--- config.mk ---
export PLATFORM = sky130hd
export DESIGN_NAME = uart_byte_rx_flat
export DESIGN_NICKNAME = d
export VERILOG_FILES = /design/src/rtl/uart_byte_rx_if.sv /design/src/rtl/uart_byte_rx.sv /design/src/flat_wrapper.sv
export SDC_FILE = /design/constraint.sdc
export NUM_CORES = 1
export LEC_CHECK = 0
export CORE_MARGIN = 3
export CORE_UTILIZATION = 45
export DETAILED_ROUTE_END_ITERATION = 8
export PLACE_DENSITY_LB_ADDON = 0.25
export SYNTH_ARGS = -nofsm -noshare
export SYNTH_HDL_FRONTEND = slang
export SYNTH_SLANG_ARGS = --single-unit
--- constraint.sdc ---
create_clock -name sys_clk -period 2.96 [get_ports sys_clk]
set_clock_uncertainty 0.05 [all_clocks]
set_input_delay 0.592 -clock sys_clk [delete_from_list [all_inputs] [get_ports sys_clk]]
set_output_delay 0.592 -clock sys_clk [all_outputs]
set_load 0.01 [all_outputs]
--- src/rtl/uart_byte_rx_if.sv ---
// rtl/uart_byte_rx_if.sv - received-byte bus between the UART receiver and its consumer
//
// Carries the recovered byte and its strobes.
//   rx_data   : last correctly framed byte, held until the next good frame
//   rx_done   : one-cycle strobe, rx_data is new in this cycle
//   frame_err : one-cycle strobe, stop bit was low and the frame was dropped
// master = receiver (drives), slave = consumer (observes).
interface uart_byte_rx_if;
   logic [7:0] rx_data;
   logic       rx_done;
   logic       frame_err;

   modport master (output rx_data, output rx_done, output frame_err);
   modport slave  (input  rx_data, input  rx_done, input  frame_err);
endinterface

--- src/rtl/uart_byte_rx.sv ---
// rtl/uart_byte_rx.sv - 8N1 UART receiver with mid-bit majority sampling
//
// Recovers LSB-first 8N1 bytes from an idle-high line; 50 MHz clock.
//   sys_clk  : system clock
//   rst_n    : asynchronous active-low reset
//   time_set : baud select, 0 -> 4800, 1 -> 9600, other -> 115200
//   uart_rx  : asynchronous serial input
//   rx_bus   : received byte plus rx_done / frame_err strobes (master side)
module uart_byte_rx (
   input  logic           sys_clk,
   input  logic           rst_n,
   input  logic [2:0]     time_set,
   input  logic           uart_rx,
   uart_byte_rx_if.master rx_bus
);

   typedef enum logic [1:0] {IDLE, START, DATA, STOP} state_t;

   state_t      state, state_nxt;
   logic        sync1, rx_s, rx_d;
   logic [1:0]  flush;
   logic        armed, armed_nxt;
   logic [13:0] n_sel, n_lat, n_nxt, half;
   logic [13:0] cnt, cnt_nxt;
   logic [2:0]  bit_idx, bit_idx_nxt;
   logic [7:0]  shreg, shreg_nxt, data_r, data_nxt;
   logic        s0, s1;
   logic        done_r, done_nxt, ferr_r, ferr_nxt;
   logic        fall, maj, at_wrap, at_decide;

   always_comb begin
      case (time_set)
         3'd0:    n_sel = 14'd10416;
         3'd1:    n_sel = 14'd5208;
         default: n_sel = 14'd434;
      endcase
   end

   // Synchronizer plus edge-detect delay, all idle-high out of reset.
   // flush marks when rx_s holds a real pin sample instead of its reset
   // value, so a line that is low at reset release is not seen as a start edge.
   always_ff @(posedge sys_clk or negedge rst_n) begin
      if (!rst_n) begin
         sync1 <= 1'b1;
         rx_s  <= 1'b1;
         rx_d  <= 1'b1;
         flush <= 2'b00;
      end else begin
         sync1 <= uart_rx;
         rx_s  <= sync1;
         rx_d  <= rx_s;
         flush <= {flush[0], 1'b1};
      end
   end

   assign fall      = rx_d & ~rx_s;
   assign half      = n_lat >> 1;
   assign at_wrap   = (cnt == n_lat - 14'd1);
   assign at_decide = (cnt == half + 14'd1);
   // Third sample is the live rx_s at the decision point.
   assign maj       = (s0 & s1) | (s0 & rx_s) | (s1 & rx_s);

   always_comb begin
      state_nxt   = state;
      armed_nxt   = armed;
      n_nxt       = n_lat;
      cnt_nxt     = at_wrap ? 14'd0 : cnt + 14'd1;
      bit_idx_nxt = bit_idx;
      shreg_nxt   = shreg;
      data_nxt    = data_r;
      done_nxt    = 1'b0;
      ferr_nxt    = 1'b0;
      case (state)
         IDLE: begin
            cnt_nxt = 14'd0;
            if (fall && armed) begin
               // The edge cycle itself counts as cnt=0 of the start bit.
               state_nxt   = START;
               armed_nxt   = 1'b0;
               n_nxt       = n_sel;
               cnt_nxt     = 14'd1;
               bit_idx_nxt = 3'd0;
            end else if (rx_s && flush[1]) begin
               armed_nxt = 1'b1;
            end
         end
         START: begin
            if (at_decide && maj) begin
               state_nxt = IDLE;
               cnt_nxt   = 14'd0;
            end else if (at_wrap) begin
               state_nxt = DATA;
            end
         end
         DATA: begin
            if (at_decide)
               shreg_nxt[bit_idx] = maj;
            if (at_wrap) begin
               if (bit_idx == 3'd7)
                  state_nxt = STOP;
               else
                  bit_idx_nxt = bit_idx + 3'd1;
            end
         end
         STOP: begin
            // Leave at the mid-bit decision so a slightly short stop bit
            // still lets the next start edge be caught.
            if (at_decide) begin
               state_nxt = IDLE;
               cnt_nxt   = 14'd0;
               // A low stop bit leaves us disarmed until the line goes high,
               // so a held break yields a single frame_err.
               armed_nxt = maj;
               if (maj) begin
                  data_nxt = shreg;
                  done_nxt = 1'b1;
               end else begin
                  ferr_nxt = 1'b1;
               end
            end
         end
         default: state_nxt = IDLE;
      endcase
   end

   always_ff @(posedge sys_clk or negedge rst_n) begin
      if (!rst_n) begin
         state   <= IDLE;
         armed   <= 1'b0;
         n_lat   <= 14'd434;
         cnt     <= 14'd0;
         bit_idx <= 3'd0;
         shreg   <= 8'h00;
         data_r  <= 8'h00;
         done_r  <= 1'b0;
         ferr_r  <= 1'b0;
         s0      <= 1'b1;
         s1      <= 1'b1;
      end else begin
         state   <= state_nxt;
         armed   <= armed_nxt;
         n_lat   <= n_nxt;
         cnt     <= cnt_nxt;
         bit_idx <= bit_idx_nxt;
         shreg   <= shreg_nxt;
         data_r  <= data_nxt;
         done_r  <= done_nxt;
         ferr_r  <= ferr_nxt;
         if (cnt == half - 14'd1)
            s0 <= rx_s;
         if (cnt == half)
            s1 <= rx_s;
      end
   end

   assign rx_bus.rx_data   = data_r;
   assign rx_bus.rx_done   = done_r;
   assign rx_bus.frame_err = ferr_r;

endmodule

--- src/flat_wrapper.sv ---
// flat-port wrapper written by rule: the top's interface ports become plain ports
module uart_byte_rx_flat 
  (sys_clk, rst_n, time_set, uart_rx, rx_bus_rx_data, rx_bus_rx_done, rx_bus_frame_err);
  uart_byte_rx_if rx_bus_i ();
  input  logic sys_clk;
  input  logic rst_n;
  input  logic [2:0] time_set;
  input  logic uart_rx;
  output wire logic [$bits(rx_bus_i.rx_data)-1:0] rx_bus_rx_data;
  output wire logic [$bits(rx_bus_i.rx_done)-1:0] rx_bus_rx_done;
  output wire logic [$bits(rx_bus_i.frame_err)-1:0] rx_bus_frame_err;
  assign rx_bus_rx_data = rx_bus_i.rx_data;
  assign rx_bus_rx_done = rx_bus_i.rx_done;
  assign rx_bus_frame_err = rx_bus_i.frame_err;
  uart_byte_rx u_core (.sys_clk(sys_clk), .rst_n(rst_n), .time_set(time_set), .uart_rx(uart_rx), .rx_bus(rx_bus_i));
endmodule
==> out/metrics.yaml <==
cts:
  cts_tree: "done"
  clk_latency_ns: 0.30
  clk_pin_slew_ns: 0.09
  h-tree-depth: 2
  clock_sinks: 49
  root_buffer: "clkbuf_8"
  cts_hold_buf: 0
  post_cts_buffers: 0
  cts_resized: 0
  cts.path.max_buffers: 2
  cts_buffers: 5
synth:
  postSynthAreaPerCell_um2: 10.80
  synthesis.area_mm2: 0.002624
  syn_inst: 243
  synth-main-ff-cell: "dfrtp_1"
  yosysSeqAreaShare: 0.4707
  yosysTopAreaCell: "dfrtp_1"
  synth_edf_count: 0
  synth_top_area_share: 0.4006
  ys_ff_latch: 49
  synth_area_leaders: "dfrtp_1 (40%), mux2_2 (8.2%), dfstp_2 (7.0%), ha_1 (3.8%), xor2_1 (3.7%)"
  synth_fp_nets: 257
  synthArstFlopShare: 1.000
  ys.warnings.count: 0
  yosysUniqueCellTypes: 46
place:
  dp_hpwl_mm: 3.535
  placed_cells: 321
  placedInstanceArea_mm2: 0.002791
  portBuffers: 15
  pre_cts_ws_ns: 0.4381
  gp_congestion: 0.8199
floorplanning:
  die_y_um: 82.36
  row_count: 27
  die_area_mm2: 0.006783
  start_util: 0.4707
  core_mm2: 0.005574
  die_w_um: 82.36
  num_io_pins: 16
global_routing:
  grt_overflow: 0
  track_usage: 0.1603
  grt_pass1_wl_mm: 8.169
  grt_pass1_vias: 1721
  grt.met3_usage: 0.04555
  antenna_found_initial: 0
  use_met2: 0.2580
  grt_use_met1: 0.2077
  grt-busiest-layer: "met2"
  grt_max_degree: 38
worst_hold_path:
  min_path_type: "input port to asynchronous set/reset pin"
power_and_ir_drop:
  p_int_mw: 1.244
  clock_power_share: 0.257
  switching_share: 0.3441
  power_mw: 1.897
  power_frac_comb: 0.289
  p_leak_nw: 1.290
  seqPwrFrac: 0.453
  ir_drop_v: 0.0004489
  power.density_mw_per_mm2: 652.5
  switching_power_uw: 652.8
worst_setup_path:
  worstPathRequired_ns: 3.09
  setup.worst_path.end_class: "flip-flop"
  path_class: "flip-flop to flip-flop"
  r2r-end: "u_core.cnt[7]$_DFF_PN0_"
  cp_max_fo: 13
  cp_data_arrival_time_ns: 2.66
  start_kind: "flip-flop"
  reg2reg_setup_slack_ns: 0.43
  reg2reg_depth: 5
  r2r-start: "u_core.cnt[4]$_DFF_PN0_"
drt:
  drc: 0
  wire_per_inst_um: 15.04
  drt_first_pass_iters: 5
  viasPerCell: 5.559
  drt_iter0_markers: 79
  num_vias: 1829
  ant_nets: 0
  wirelength_mm: 4.947
timing:
  rsz0062_at_grt: "false"
  clock.fmax_mhz: 394.9
  finalCriticalPeriod_ns: 2.532
  worst_hold_slack_ns: 0.1106
  slew_headroom: 0.4437
  max_slew.worst_pin.slew_ns: 0.8344
  tns_ns: 0
  finalSetupViolations: 0
  setup_ws_ns: 0.4280
  hold_viol: 0
  report.final.slew_viol_count: 0
  layout_worst_path_cycle_share: 0.8554
finish:
  antenna_cells: 0
  register_area_mm2: 0.001235
  instances_no_fill: 329
  syn_to_final_growth_pct: 10.83
  final_util: 0.5217
  final_nets: 270
  design_area_mm2: 0.002908
  drive_gt1_frac: 0.1751
  multiInputGateArea_mm2: 0.001272
  nFillCells: 534
outcome:
  status: "completed"
job:
  drv_cap: 0
[worst max-delay path, stage by stage (launching register included)]
cell	delay (ns)
dfrtp_1	0.49
or3_4	0.43
a2111o_1	0.56
o31ai_2	0.39
a31o_2	0.40
nor2_1	0.09
[per-layer routing]
metal,up-vias,part of all wire
met5,-,0
met4,0,0.012
met3,5,0.034
met2,29,0.47
met1,898,0.48
li1,897,-
[cell type report]
cell class	instances	area share
inverter	11	0.01420
multi-input combinational	173	0.4376
clock inverter	1	0.01033
sequential	49	0.4247
timing repair buffer	16	0.05250
tap	72	0.03098
clock buffer	7	0.02969
[flip-flops by register name, indices dropped and copies added, names as in the netlist, 2 cells and up, named ones only]
| name | cells |
|---|---|
| u_core.n_lat | 4 |
| u_core.cnt | 14 |
| u_core.rx_bus.rx_data | 8 |
| u_core.bit_idx | 3 |
| u_core.flush | 2 |
| u_core.shreg | 8 |
[cell usage after synthesis, types with 6 or more instances]
| library cell | number |
|---|---|
| and3_1 | 8 |
| nand2_1 | 14 |
| xnor2_1 | 8 |
| dfstp_2 | 7 |
| dfrtp_1 | 42 |
| inv_1 | 11 |
| ha_1 | 8 |
| nand3_1 | 10 |
| xor2_1 | 11 |
| nor2_1 | 24 |
| mux2_2 | 19 |
| nand4_1 | 8 |
| nor3_1 | 6 |
[worst max path at each step]
stage                            start                           to  cells past startpoint
2_1_floorplan  u_core.cnt[4]$_DFF_PN0_        u_core.s1$_DFFE_PN1N_                      6
3_3_place_gp   u_core.cnt[4]$_DFF_PN0_  u_core.shreg[7]$_DFFE_PN0P_                      5
3_5_place_dp   u_core.cnt[4]$_DFF_PN0_  u_core.shreg[7]$_DFFE_PN0P_                      5
4_1_cts        u_core.cnt[4]$_DFF_PN0_  u_core.shreg[7]$_DFFE_PN0P_                      5
5_1_grt        u_core.cnt[4]$_DFF_PN0_      u_core.cnt[2]$_DFF_PN0_                      5
6_report       u_core.cnt[4]$_DFF_PN0_      u_core.cnt[7]$_DFF_PN0_                      5
[power by group through the flow]
stage	Sequential [mW]	Clock, mW	Combinational (mW)
finish	0.860	0.488	0.548
global route	0.873	0.536	0.613
CTS	0.859	0.508	0.550
detailed placement	0.870	0	0.546
global placement	0.867	0	0.539
floorplan	0.812	0	0.480
[kinds of logic after synthesis]
family | Yosys count | synth area share
buffers and inverters | 21 | 0.04435
AO/OA/AOI/OAI | 24 | 0.07105
adder cells (fa/ha/maj) | 9 | 0.04197
AND/OR/NAND/NOR | 96 | 0.2065
XOR/XNOR | 19 | 0.06342
multiplexers | 24 | 0.1006
flip-flops | 49 | 0.4707
other | 1 | 0.001429
[layout by cell type, fill, tap and decap left out, types with 6 or more instances in the layout]
cell type,n
xnor2_1,8
dfrtp_1,42
and3_1,8
nor3_1,6
nand4_1,8
nand3_1,10
mux2_2,19
xor2_1,11
clkdlybuf4s50_1,14
dfstp_2,7
ha_1,8
nor2_1,24
inv_1,11
nand2_1,14
clkbuf_8,6
Note: power is estimated with default switching activity, not from simulation.
